<file path="src/rtl/fp32_mul_pkg.sv">
// Shared constants and types for the fp32 multiplier output stage.
// Holds binary32 field constants, flag bit positions, and the S1 register bundle.
package fp32_mul_pkg;

    localparam int unsigned EXP_W   = 10;   // signed biased exponent from the multiply stage
    localparam int unsigned MANT_W  = 24;   // significand with hidden bit
    localparam int unsigned PROD_W  = 48;   // raw 24x24 product
    localparam int unsigned FLAG_W  = 4;

    localparam int unsigned BIAS    = 127;
    localparam int unsigned EXP_MAX = 255;

    localparam logic [31:0] QNAN    = 32'h7FC0_0000;
    localparam logic [30:0] INF_MAG = 31'h7F80_0000;

    // out_flags = {NV, OF, UF, NX}
    localparam int unsigned FLG_NV = 3;
    localparam int unsigned FLG_OF = 2;
    localparam int unsigned FLG_UF = 1;
    localparam int unsigned FLG_NX = 0;

    typedef struct packed {
        logic nan;
        logic inf;
        logic zero;
    } op_class_t;

    typedef struct packed {
        logic               sign;
        logic [EXP_W-1:0]   e;
        logic [MANT_W-1:0]  m;
        logic [FLAG_W-1:0]  flags;
        op_class_t          cls;
    } s1_reg_t;

endpackage

</file>
<file path="src/rtl/fp32_mul_round_pack_if.sv">
// Upstream/downstream handshake bundle for fp32_mul_round_pack.
// slave: the round/pack stage; master: the producer/consumer side driving it.
interface fp32_mul_round_pack_if;
    import fp32_mul_pkg::*;

    logic                in_valid;
    logic                in_ready;
    logic                in_sign;
    logic [EXP_W-1:0]    in_exp;
    logic [PROD_W-1:0]   in_mant;
    logic                in_nan;
    logic                in_inf;
    logic                in_zero;
    logic                out_valid;
    logic                out_ready;
    logic [31:0]         out_f;
    logic [FLAG_W-1:0]   out_flags;

    modport slave (
        input  in_valid, in_sign, in_exp, in_mant, in_nan, in_inf, in_zero, out_ready,
        output in_ready, out_valid, out_f, out_flags
    );

    modport master (
        output in_valid, in_sign, in_exp, in_mant, in_nan, in_inf, in_zero, out_ready,
        input  in_ready, out_valid, out_f, out_flags
    );

endinterface

</file>
<file path="src/rtl/fp32_rne_round.sv">
// Combinational normalise + round-to-nearest-even of the raw product.
// Ports: mant (48b product, leading one at bit 47 or 46), exp_in (signed biased exp),
//        m (rounded 24b significand incl. hidden bit), e (adjusted exp), inexact.
module fp32_rne_round
    import fp32_mul_pkg::*;
(
    input  logic [PROD_W-1:0] mant,
    input  logic [EXP_W-1:0]  exp_in,
    output logic [MANT_W-1:0] m,
    output logic [EXP_W-1:0]  e,
    output logic              inexact
);

    logic [MANT_W-1:0] m_n;
    logic [EXP_W-1:0]  e_n;
    logic              guard;
    logic              sticky;
    logic              round_up;
    logic [MANT_W:0]   sum;

    // Select the 24 significant bits, then round half to even.
    always_comb begin
        m_n     = mant[46:23];
        e_n     = exp_in;
        guard   = mant[22];
        sticky  = |mant[21:0];
        if (mant[PROD_W-1]) begin
            m_n    = mant[47:24];
            e_n    = exp_in + EXP_W'(1);
            guard  = mant[23];
            sticky = |mant[22:0];
        end
        round_up = guard & (sticky | m_n[0]);
        sum      = {1'b0, m_n} + (MANT_W+1)'(round_up);
        m        = sum[MANT_W-1:0];
        e        = e_n;
        // All-ones significand rounded up: renormalise to 1.0 x 2^(e+1).
        if (sum[MANT_W]) begin
            m = {1'b1, {(MANT_W-1){1'b0}}};
            e = e_n + EXP_W'(1);
        end
        inexact = guard | sticky;
    end

endmodule

</file>
<file path="src/rtl/fp32_mul_round_pack.sv">
// Output stage of the fp32 multiplier: normalise/round (S1), range check + pack (S2).
// Ports: clk, rst (async, active high), bus (fp32_mul_round_pack_if.slave:
//        in_* product + valid/ready, out_f/out_flags + valid/ready).
// Optional FP32_MUL_STICKY_FLAGS_EN adds flags_sticky (out, 4) and flags_clr (in, 1).
module fp32_mul_round_pack
    import fp32_mul_pkg::*;
(
    input  logic                      clk,
    input  logic                      rst,
    fp32_mul_round_pack_if.slave      bus
`ifdef FP32_MUL_STICKY_FLAGS_EN
    ,
    output logic [FLAG_W-1:0]         flags_sticky,
    input  logic                      flags_clr
`endif
);

    localparam logic signed [EXP_W-1:0] E_MAX_S  = EXP_W'(EXP_MAX);
    localparam logic signed [EXP_W-1:0] E_ZERO_S = '0;

    logic [MANT_W-1:0] rnd_m;
    logic [EXP_W-1:0]  rnd_e;
    logic              rnd_nx;
    s1_reg_t           s1_d;
    s1_reg_t           s1_q;
    logic              s1_valid;
    logic              out_valid_q;
    logic [31:0]       out_f_q;
    logic [FLAG_W-1:0] out_flags_q;
    logic              s2_ready;
    logic              in_ready;
    logic [31:0]       pack_f;
    logic [FLAG_W-1:0] pack_flags;
    logic signed [EXP_W-1:0] e_s;
    logic              unused_hidden;

    fp32_rne_round u_round (
        .mant    (bus.in_mant),
        .exp_in  (bus.in_exp),
        .m       (rnd_m),
        .e       (rnd_e),
        .inexact (rnd_nx)
    );

    // S1 holds NX from rounding only; S2 decides the final flag set.
    always_comb begin
        s1_d              = '0;
        s1_d.sign         = bus.in_sign;
        s1_d.e            = rnd_e;
        s1_d.m            = rnd_m;
        s1_d.flags[FLG_NX] = rnd_nx;
        s1_d.cls.nan      = bus.in_nan;
        s1_d.cls.inf      = bus.in_inf;
        s1_d.cls.zero     = bus.in_zero;
    end

    // S2 is free when empty or draining; S1 may take new data when it can empty into S2.
    assign s2_ready     = !out_valid_q || bus.out_ready;
    assign in_ready     = !s1_valid || s2_ready;
    assign bus.in_ready = in_ready;

    always_ff @(posedge clk or posedge rst) begin
        if (rst) begin
            s1_valid <= 1'b0;
            s1_q     <= '0;
        end else if (in_ready) begin
            s1_valid <= bus.in_valid;
            if (bus.in_valid) begin
                s1_q <= s1_d;
            end
        end
    end

    // Specials take priority over the arithmetic result, then overflow/underflow.
    assign e_s           = $signed(s1_q.e);
    assign unused_hidden = s1_q.m[MANT_W-1];

    always_comb begin
        pack_f     = {s1_q.sign, s1_q.e[7:0], s1_q.m[22:0]};
        pack_flags = s1_q.flags;
        if (s1_q.cls.nan || (s1_q.cls.inf && s1_q.cls.zero)) begin
            pack_f             = QNAN;
            pack_flags         = '0;
            pack_flags[FLG_NV] = s1_q.cls.inf && s1_q.cls.zero;
        end else if (s1_q.cls.inf) begin
            pack_f     = {s1_q.sign, INF_MAG};
            pack_flags = '0;
        end else if (s1_q.cls.zero) begin
            pack_f     = {s1_q.sign, 31'h0};
            pack_flags = '0;
        end else if (e_s >= E_MAX_S) begin
            pack_f             = {s1_q.sign, INF_MAG};
            pack_flags         = '0;
            pack_flags[FLG_OF] = 1'b1;
            pack_flags[FLG_NX] = 1'b1;
        end else if (e_s <= E_ZERO_S) begin
            pack_f             = {s1_q.sign, 31'h0};
            pack_flags         = '0;
            pack_flags[FLG_UF] = 1'b1;
            pack_flags[FLG_NX] = 1'b1;
        end
    end

    always_ff @(posedge clk or posedge rst) begin
        if (rst) begin
            out_valid_q <= 1'b0;
            out_f_q     <= '0;
            out_flags_q <= '0;
        end else if (s2_ready) begin
            out_valid_q <= s1_valid;
            if (s1_valid) begin
                out_f_q     <= pack_f;
                out_flags_q <= pack_flags;
            end
        end
    end

    assign bus.out_valid = out_valid_q;
    assign bus.out_f     = out_f_q;
    assign bus.out_flags = out_flags_q;

`ifdef FP32_MUL_STICKY_FLAGS_EN
    // Accumulate flags of delivered results; a clear on a transfer edge keeps only that result.
    always_ff @(posedge clk or posedge rst) begin
        if (rst) begin
            flags_sticky <= '0;
        end else if (out_valid_q && bus.out_ready) begin
            flags_sticky <= flags_clr ? out_flags_q : (flags_sticky | out_flags_q);
        end else if (flags_clr) begin
            flags_sticky <= '0;
        end
    end
`endif

endmodule

</file>
<file path="src/flat_wrapper.sv">
// flat-port wrapper written by rule: the top's interface ports become plain ports
module fp32_mul_round_pack_flat import fp32_mul_pkg::*;
  (clk, rst, bus_in_valid, bus_in_sign, bus_in_exp, bus_in_mant, bus_in_nan, bus_in_inf, bus_in_zero, bus_out_ready, bus_in_ready, bus_out_valid, bus_out_f, bus_out_flags);
  fp32_mul_round_pack_if bus_i ();
  input  logic clk;
  input  logic rst;
  input wire logic [$bits(bus_i.in_valid)-1:0] bus_in_valid;
  input wire logic [$bits(bus_i.in_sign)-1:0] bus_in_sign;
  input wire logic [$bits(bus_i.in_exp)-1:0] bus_in_exp;
  input wire logic [$bits(bus_i.in_mant)-1:0] bus_in_mant;
  input wire logic [$bits(bus_i.in_nan)-1:0] bus_in_nan;
  input wire logic [$bits(bus_i.in_inf)-1:0] bus_in_inf;
  input wire logic [$bits(bus_i.in_zero)-1:0] bus_in_zero;
  input wire logic [$bits(bus_i.out_ready)-1:0] bus_out_ready;
  output wire logic [$bits(bus_i.in_ready)-1:0] bus_in_ready;
  output wire logic [$bits(bus_i.out_valid)-1:0] bus_out_valid;
  output wire logic [$bits(bus_i.out_f)-1:0] bus_out_f;
  output wire logic [$bits(bus_i.out_flags)-1:0] bus_out_flags;
  assign bus_i.in_valid = bus_in_valid;
  assign bus_i.in_sign = bus_in_sign;
  assign bus_i.in_exp = bus_in_exp;
  assign bus_i.in_mant = bus_in_mant;
  assign bus_i.in_nan = bus_in_nan;
  assign bus_i.in_inf = bus_in_inf;
  assign bus_i.in_zero = bus_in_zero;
  assign bus_i.out_ready = bus_out_ready;
  assign bus_in_ready = bus_i.in_ready;
  assign bus_out_valid = bus_i.out_valid;
  assign bus_out_f = bus_i.out_f;
  assign bus_out_flags = bus_i.out_flags;
  fp32_mul_round_pack u_core (.clk(clk), .rst(rst), .bus(bus_i));
endmodule
</file>
<file path="config.mk">
export PLATFORM = sky130hd
export DESIGN_NAME = fp32_mul_round_pack_flat
export DESIGN_NICKNAME = d
export VERILOG_FILES = /design/src/rtl/fp32_mul_pkg.sv /design/src/rtl/fp32_mul_round_pack_if.sv /design/src/rtl/fp32_rne_round.sv /design/src/rtl/fp32_mul_round_pack.sv /design/src/flat_wrapper.sv
export SDC_FILE = /design/constraint.sdc
export NUM_CORES = 1
export LEC_CHECK = 0
export ABC_CLOCK_PERIOD_IN_PS = 2400
export BUFFER_PORTS_ARGS = -buffer_cell sky130_fd_sc_hd__buf_2
export CAP_MARGIN = 20
export CORE_MARGIN = 1.5
export CORE_UTILIZATION = 45
export DETAILED_ROUTE_END_ITERATION = 16
export HOLD_SLACK_MARGIN = 0.03
export PLACE_DENSITY = 0.71
export SLEW_MARGIN = 20
export SYNTH_ARGS = -nofsm -noshare
export SYNTH_HDL_FRONTEND = slang
export SYNTH_SLANG_ARGS = --single-unit
</file>
<file path="constraint.sdc">
create_clock -name clk -period 2.4 [get_ports clk]
set_input_delay 0.36 -clock clk [delete_from_list [all_inputs] [get_ports clk]]
set_output_delay 0.36 -clock clk [all_outputs]
set_load 0.005 [all_outputs]
</file>
* Word level (Yosys, flattened, before mapping)
Cells that the tools add are included. W data, S select, Z words.
Storage, ports and cells: register bits after elaboration 76, word-level logic and storage cells 45
Cells by class: $add $sub $neg 3, $lt $le $gt $ge 2, mux-type cells 16, bitwise logic cells 3, reduce and logical (&&, ||, !) cells 10
Operators with widths (number):
- $mux W31 | 4
- $mux W32 | 1
- $add A24 B1 Y25 | 1
- $mux W24 | 1
- $mux W23 | 1
- $reduce_or A23 Y1 | 1
- $reduce_or A22 Y1 | 1
- $add A10 B1 Y10 const B | 2
- $mux W10 | 2
- $mux W4 | 4
- $ge A10 B9 Y1 const B | 1
- $le A10 B1 Y1 const B | 1
- $reduce_and A2 Y1 | 2
- $logic_or A1 B1 Y1 | 3
- $logic_not A1 Y1 | 2
- $mux W1 | 2
- $mux W2 | 1
- $or A1 B1 Y1 | 2
- $and A1 B1 Y1 | 1
- $logic_and A1 B1 Y1 | 1

* Logic depth before layout (Yosys ltp)
Gate-level depths: netlist (run 1).
depth in word-level cells 6, mapped depth 15, mapped depth without buffers 9

* Hierarchy
From an unflattened synthesis (run 1), not the netlist that was laid out.
Unflattened totals: cells, all modules 460, area total of the unflattened synthesis 4673.2 um^2
By module, submodules not included:
- fp32_mul_round_pack | instances 1, cells an instance 209, area each 2936.6 um^2, sequential area each 1901.8 um^2
- fp32_rne_round | instances 1, cells an instance 251, area each 1736.7 um^2, sequential area each 0.0 um^2

* Least setup slack after synthesis (run 1)
OpenSTA, ideal clock, no wires.
path type input to register, start point in bus_in_mant[47], end point reg u_core.s1_q[21] in the netlist's numbering, setup time 0.068 ns, arrival 3.257 ns, required time 2.332 ns, slack -0.925 ns, cell stages on the path 13, buffers on the path 5, cell sequence buf_6 > buf_4 > buf_2 > buf_2 > buf_1 > mux2_2 > ha_1 > nand2_1 > a2111oi_4 > nor3b_4 > or3b_1 > a211oi_1 > a311o_1
Between the ends: longest elaborated chain between the ends 5
Ends and longest elaborated chain:
- start, declared | RTL line flat_wrapper.sv:10 | input wire logic [$bits(bus_i.in_mant)-1:0] bus_in_mant;
- $mux W1 or $mux W24 (tied branches) | RTL line fp32_rne_round.sv:27 | if (mant[PROD_W-1]) begin
- $or A1 B1 Y1 | RTL line fp32_rne_round.sv:33 | round_up = guard & (sticky | m_n[0]);
- $and A1 B1 Y1 | RTL line fp32_rne_round.sv:33
- $add A24 B1 Y25 (*) | RTL line fp32_rne_round.sv:34 | sum = {1'b0, m_n} + (MANT_W+1)'(round_up);
- $mux W23 (*) | RTL line fp32_rne_round.sv:38 | if (sum[MANT_W]) begin
- end signal, assigned | RTL line fp32_mul_round_pack.sv:65 | s1_q <= '0;
- end signal, assigned | RTL line fp32_mul_round_pack.sv:69 | s1_q <= s1_d;
- end, declared | RTL line fp32_mul_round_pack.sv:25 | s1_reg_t s1_q;
Every way passes the cells marked *; elsewhere a longest branch is shown, timed or not. A chain may end at the register's enable or synchronous reset.

* Final worst setup path (run 1)
Same ends and word-level chain as after synthesis.

==> results of run 1 <==
[through the flow]
step           setup TNS (ns)  std cells  setup WS (ns)  util [%]  hold WS (ns)
2_1_floorplan           -6.36        464         -0.514         -         0.445
3_3_place_gp          -0.0811        708        -0.0432      56.4         0.444
3_5_place_dp           -0.330        708         -0.143      56.4         0.453
4_1_cts                     0        724          0.216      59.0        0.0818
5_1_grt                     0        724         0.0598      59.0         0.124
6_report                    0        724          0.201      59.0        0.0724
[power by group through the flow]
stage,registers (mW),clock network [mW],logic (mW)
CTS,1.57,1.16,0.702
detailed placement,1.59,0,0.695
floorplan,1.57,0,0.409
global placement,1.58,0,0.676
global route,1.59,1.21,0.778
finish,1.57,1.15,0.697
[path summary, 6_finish.rpt]
kind / from / end / cells past startpoint
min in group clk: bus_in_nan / u_core.s1_q[2] / 3
hold reg to reg: u_core.bus.out_f[31] / u_core.bus.out_f[31] / 2
hold / removal: rst / u_core.s1_q[14] / 2
setup reg to reg: u_core.s1_valid / u_core.s1_q[24] / 5
setup / recovery: bus_in_mant[47] / u_core.s1_q[21] / 10
max in group asynchronous: rst / u_core.bus.out_f[25] / 3
[cells by family after synthesis]
family,after synthesis,share of synthesized area [%]
XOR/XNOR,41,8.13
flip-flops,76,43.1
multiplexers,25,5.75
buffers and inverters,27,2.64
adder cells (fa/ha/maj),3,0.850
AO/OA/AOI/OAI,103,16.7
AND/OR/NAND/NOR,189,22.8
[flip-flops by register name (all words and copies together), names as in the netlist]
name,flops
u_core.bus.out_f,32
u_core.s1_q,28
u_core.e_s,10
u_core.bus.out_flags,4
u_core.bus.out_valid,1
u_core.s1_valid,1
[area by class of cell]
class	count	area, sq um
fillers	875	3840
multi-input cells	361	2420
flip-flops and latches	76	1900
repair buffers	139	798
well taps	129	161
clock buffers	9	124
clock inverters	7	115
inverters	3	11.3
[Yosys cell counts, types with 5 or more instances]
cell	number	share of area (%)
dfrtp_1	76	43
clkbuf_1	16	1.4
a22o_1	32	6.3
o21ai_0	25	2.8
nand2_1	63	5.4
nor4_1	11	1.6
nor2_1	29	2.5
a21oi_1	17	1.9
nand2b_1	8	1.1
xnor2_1	16	3.2
mux2i_1	22	5.0
and3_1	5	0.71
nand3_1	16	1.8
and2_1	7	0.99
xor2_1	25	5.0
nand4_1	17	2.4
[worst max-delay path, cell delays in order]
cell	delay, ns
buf_2	0.12
mux2i_1	0.11
nor2b_1	0.12
ha_2	0.20
nand2_2	0.08
a2111oi_4	0.44
nor3b_4	0.33
or3b_1	0.41
a211oi_2	0.18
a311o_1	0.13
[layout by cell type, fill, tap and decap left out, types with 17 or more instances in the layout]
cell type,count
dfrtp_1,76
nand2_1,62
buf_2,103
a21oi_1,17
nor2_1,29
nand4_1,17
a22o_1,32
buf_4,35
mux2i_1,22
xor2_1,25
o21ai_0,20
[per-layer routing]
| metal | vias to the layer above | share of wire, % |
|---|---|---|
| li1 | 1963 | - |
| met1 | 1860 | 47 |
| met2 | 122 | 45 |
| met3 | 10 | 6.3 |
| met4 | 0 | 1.4 |
| met5 | - | 0 |
==> reports/summary.md, run 1 <==
• **outcome** finished, final reports clean
• **number of antenna-violating nets in the routed design** 0
• **layout cells sized above 1** 29.4%
• **overall die area** 10,400 sq um
• **PostCTS Resize Cnt** 0
• **global route hottest layer** met2
• **number of max-cap violations** 0
• **via count** 3,955
• **global-route met1 utilization** 31.6%
• **fin crit period** 2.20 ns
• **H-Tree Depth** 3
• **transition time at the pin with the least slew margin** 0.675 ns
• **area of all placed cells without fillers** 5530 sq um
• **synth-to-layout area growth** 25.2%
• **setup repair after global routing missed its margin** false
• **met2 Resource Use GR** 34.0%
• **DRC** 0
• **routability cong.** 0.921
• **netlist area before placement** 4420 sq um
• **detailed-route wire length** 11.2 mm
• **clock slew at reported path FFs** 0.08 ns
• **final number of max-transition violations** 0
• **share of synthesized flip-flops with an asynchronous set or reset** 100%
• **wire length of the first global-routing pass** 17.9 mm
• **Syn. warnings** 0
• **nature of the critical path startpoint** primary input
• **Main synth FF type** dfrtp_1
• **clock skew after layout** 0.00830 ns
• **number of antenna violations at the first check in global routing** 0
• **power per cell area** 617 nW/um^2
• **cts bufs inserted** 9
• **Required @ worst endpoint** 2.69 ns
• **vias per inst** 5.46
• **maximum number of pins on one net before global-route repair** 51
• **Clock power frac** 33.6%
• **Port Buffers** 103
• **count of inserted antenna diode cells** 0
• **width of the die** 102 um
• **starting density of the core** 47.1%
• **Worst R2R Setup Slack** 0.38 ns
• **core area** 9370 sq um
• **HPWL after DPL** 8.54 mm
• **leakage power** 2.55 nW
• **root buffer selected by CTS** clkbuf_8
• **maximum operating frequency** 0.455 GHz
• **worst skew pair latency** 0.35 ns
• **Comb power frac** 20.4%
• **worst ir drop on vdd** 0.384 mV
• **post-layout total power** 3.41 mW
• **max_slew headroom** 55.0%
• **highest net fanout along the worst path** 6
• **Crit Path Class** primary input to flip-flop
• **Boundary Pins** 104
• **post-synth cell types** 56
• **TritonCTS Sinks** 76
• **Pre-Repair DR Iteration Count** 5
• **Congestion Overflow GR** 0
• **placement row count** 35
• **placed cell area** 5290 sq um
• **clock tree from TritonCTS** done
• **via count of the first global-routing pass** 3,660
• **switching portion of total power** 28.2%
• **Final period util** 91.6%
• **total setup violations reported at the end of the flow** 0
• **buffers inserted by post-CTS timing repair** 0
• **routing usage on met3** 3.90%
• **register share of total power** 45.9%
• **synthesis-stage register bit count** 76
• **count of flip-flops with a built-in enable after synthesis** 0
• **cell internal power dissipation** 2.45 mW
• **y dimension of the die** 102 um
• **global-route usage over all layers** 22.1%
• **Final Net Count** 659
• **count of mapped cells out of synthesis** 464
• **net switching power figure** 961 uW
• **cts hold-fix bufs** 0
• **count of routing violations after the opening detailed-route iteration** 220
• **Worst Setup End Kind** flip-flop
• **proportion of synthesized chip area in sequential cells** 43.1%
• **Hold Vio Cnt, Final** 0
• **Longest Clk Path Bufs** 2
• **routed wirelength normalized by instance count** 15.5 um
• **worst hold-check path type** primary input to async pin
• **Arr. time, crit path** 2.48 ns
• **Synth Area per Inst** 9.52 sq um
• **post-synth net total** 533
(Power assumes the default switching activity.)
==> inputs of run 2 (changes only) <==
Settings changed: ABC_AREA from default to 1, CORE_UTILIZATION 45 to 50, CTS_CLUSTER_SIZE from default to 30, PLACE_DENSITY 0.71 to 0.77.
==> run 2 against run 1 <==
  * Clock power down 12%
  * Routed wire length increased by 5.8%
  * Synthesized cell count rose by 42%
  * Area after synthesis is 5.6% higher
  * Design area up 1.3%
  * Clock skew up 0.0031 ns
  * Die area down 4.9%
  * Sequential power is 3% higher
  * Non-clock buffer count is 13 lower
  * Register-to-register slack improved by 0.41 ns
  * Final cell count up 24%
  * Critical path type unchanged
  * Highest routed layer unchanged
==> reports/summary.md, run 2 <==
• **outcome** finished, final reports clean
• **layout cells sized above 1** 23.7%, -5.7 points
• **cts bufs inserted** 9, unchanged
• **TritonCTS Sinks** 76, unchanged
• **total setup violations reported at the end of the flow** 0, unchanged
• **worst skew pair latency** 0.35 ns, about the same
• **root buffer selected by CTS** clkbuf_8
• **detailed-route wire length** 11.8 mm, +5.8%
• **dominant cells by area after synthesis** dfrtp_1, nand2_1, inv_1
• **routing usage on met3** 3.37%, -0.53 points
• **global-route usage over all layers** 24.4%, +2.3 points
• **Port Buffers** 103, unchanged
• **core area** 9150 sq um, -2.3%
• **synth-to-layout area growth** 20.2%
• **register share of total power** 46.2%, +0.3 points
• **net switching power figure** 1.11 mW, +15%
• **combinational family with the most area after synthesis** simple AND/OR/NAND/NOR gates
• **count of flip-flops with a built-in enable after synthesis** 0, unchanged
• **max_slew headroom** 61.2%, +6.2 points
• **clock tree from TritonCTS** done
• **count of mapped cells out of synthesis** 661, +42%
• **Filler cells** 874, -0.11%
• **met2 Resource Use GR** 40.8%, +6.8 points
• **starting density of the core** 50.9%, +3.8 points
• **most frequent cells in the layout** nand2_1, buf_2, dfrtp_1
• **maximum operating frequency** 0.516 GHz, +13%
• **global route hottest layer** met2
• **vias per inst** 5.18, -5.3%
• **Crit Path Class** primary input to flip-flop
• **clock skew after layout** 0.0114 ns, +0.00308 ns
• **post-synth cell types** 39, -30%
• **Longest Clk Path Bufs** 2, unchanged
• **Worst Setup End Kind** flip-flop
• **global-route met1 utilization** 33.0%, +1.4 points
• **HPWL after DPL** 9.40 mm, +10%
• **cell internal power dissipation** 2.39 mW, -2.5%
• **count of routing violations after the opening detailed-route iteration** 249, +13%
• **routed wirelength normalized by instance count** 13.2 um, -14%
• **Required @ worst endpoint** 2.62 ns, -0.07 ns
• **proportion of netlist area held by the largest area contributor** 40.8%, -2.3 points
• **via count of the first global-routing pass** 4,346, +19%
• **cts hold-fix bufs** 0, unchanged
• **largest area contributor in the netlist** dfrtp_1
• **Hold Vio Cnt, Final** 0, unchanged
• **switching portion of total power** 31.7%, +3.5 points
• **width of the die** 99.5 um, -2.5%
• **simple-gate area share of the yosys netlist** 34.7%, +12 points
• **Comb power frac** 24.8%, +4.4 points
• **Final Net Count** 848, +29%
• **post-synthesis mux area share** 0%, -5.8 points
• **y dimension of the die** 99.5 um, -2.5%
• **clock slew at reported path FFs** 0.08 ns, about the same
• **maximum number of pins on one net before global-route repair** 52, +2.0%
• **overall die area** 9910 sq um, -4.9%
• **Main synth FF type** dfrtp_1
• **transition time at the pin with the least slew margin** 0.581 ns, -0.0938 ns
• **setup total negative slack** 0 ns, unchanged
• **Final period util** 80.7%, -11 points
• **proportion of synthesized chip area in sequential cells** 40.8%, -2.3 points
• **DRC** 0, unchanged
• **post-layout total power** 3.50 mW, +2.5%
• **power per cell area** 624 nW/um^2, +1.1%
• **number of max-cap violations** 0, unchanged
• **nature of the critical path startpoint** primary input
• **fraction of synthesized cell area in xor and xnor cells** 1.66%, -6.5 points
• **Arr. time, crit path** 2.16 ns, -0.32 ns
• **count of inserted antenna diode cells** 0, unchanged
• **netlist area before placement** 4660 sq um, +5.6%
• **dominant cell by count in the synthesized netlist** nand2_1
• **H-Tree Depth** 3, unchanged
• **buffers inserted by post-CTS timing repair** 0, unchanged
• **Largest register FFs** 32, unchanged
• **number of antenna-violating nets in the routed design** 0, unchanged
• **Pre-Repair DR Iteration Count** 5, unchanged
• **placement row count** 35, unchanged
• **leakage power** 2.96 nW, +16%
• **Boundary Pins** 104, unchanged
• **fraction of the mapped netlist area in compound gates** 13.5%, -3.2 points
• **Syn. warnings** 0, unchanged
• **post-synth net total** 730, +37%
• **fin crit period** 1.94 ns, -0.261 ns
• **post-synthesis share of cell area spent on full adders, half adders and majority gates** 0.805%, -0.045 points
• **routability cong.** 0.884, -4.1%
• **worst ir drop on vdd** 0.263 mV, -32%
• **via count** 4,632, +17%
• **synthesis-stage register bit count** 76, unchanged
• **worst hold-check path type** primary input to async pin
• **most common library cell in the layout ignoring fill and taps** nand2_1
• **Clock power frac** 29.0%, -4.6 points
• **Synth Area per Inst** 7.05 sq um, -26%
• **Congestion Overflow GR** 0, unchanged
• **share of synthesized flip-flops with an asynchronous set or reset** 100%, unchanged
• **most numerous cell types in the synthesized netlist** nand2_1, dfrtp_1, inv_1, nor2_1, o21ai_0
• **final number of max-transition violations** 0, unchanged
• **wire length of the first global-routing pass** 19.6 mm, +9.5%
• **PostCTS Resize Cnt** 0, unchanged
• **number of antenna violations at the first check in global routing** 0, unchanged
• **highest net fanout along the worst path** 10, +4
• **setup repair after global routing missed its margin** false
[run 2: path summary, 6_finish.rpt]
| kind | from | to | slack, ns | cells past startpoint |
|---|---|---|---|---|
| max reg2reg | u_core.e_s[6] | u_core.bus.out_f[6] | 0.79 | 8 |
| max | bus_in_mant[47] | u_core.s1_q[18] | 0.46 | 16 |
| min reg2reg | u_core.bus.out_f[21] | u_core.bus.out_f[21] | 0.48 | 2 |
| min | rst | u_core.s1_q[2] | 0.07 | 2 |
| min in group clk | bus_in_zero | u_core.s1_q[0] | 0.22 | 3 |
| max in group asynchronous | rst | u_core.s1_q[25] | 1.67 | 3 |
[run 2: critical path, stage by stage]
cell      delay [ns]
buf_2           0.15
inv_2           0.12
nand2_1         0.08
nand2_1         0.07
nand2_2         0.05
inv_1           0.06
ha_1            0.19
nand3_1         0.09
nor2_1          0.14
nand2_1         0.14
nor2_4          0.15
nand3_4         0.13
nand2_2         0.14
inv_2           0.11
o211ai_1        0.09
o21ai_1         0.08
[run 2: layout make-up]
type / instances / area, sq um / area share [%]
clock buffer: 13 / 169 / 3.01
clock inverter: 3 / 43.8 / 0.782
inverter: 76 / 285 / 5.09
multi-input combinational: 490 / 2360 / 42.2
sequential: 76 / 1900 / 33.9
tap: 111 / 139 / 2.48
timing repair buffer: 126 / 701 / 12.5
[run 2: metrics by stage]
stage	setup slack, ns	instance area (sq um)	std cells	utilization (%)	hold slack [ns]
after floorplan	0.102	4660	661	-	0.449
after global placement	0.175	5390	879	58.9	0.441
after detailed placement	0.0897	5390	879	58.9	0.451
after CTS	0.457	5600	895	61.2	0.0725
after global routing	0.193	5600	895	61.2	0.0978
final	0.463	5600	895	61.2	0.0679
[run 2: cell families after synthesis]
group / after synthesis
buffers and inverters: 95
XOR/XNOR: 8
AND/OR/NAND/NOR: 369
adder cells (fa/ha/maj): 3
AO/OA/AOI/OAI: 110
flip-flops: 76
[run 2: power by group through the flow]
stage          Combinational (mW)  Sequential, mW  Clock, mW
2_1_floorplan               0.528            1.61          0
3_3_place_gp                0.845            1.62          0
3_5_place_dp                0.866            1.64          0
4_1_cts                     0.873            1.61       1.03
5_1_grt                     0.989            1.63       1.08
6_report                    0.866            1.61       1.01
[run 2: per-layer routing]
metal | vias up | part of all wire, % | wire length (um)
met1 | 2123 | 48 | 5620
met4 | 0 | 0.99 | 117
li1 | 2352 | - | -
met5 | - | 0 | 0
met3 | 10 | 4.4 | 524
met2 | 147 | 47 | 5560
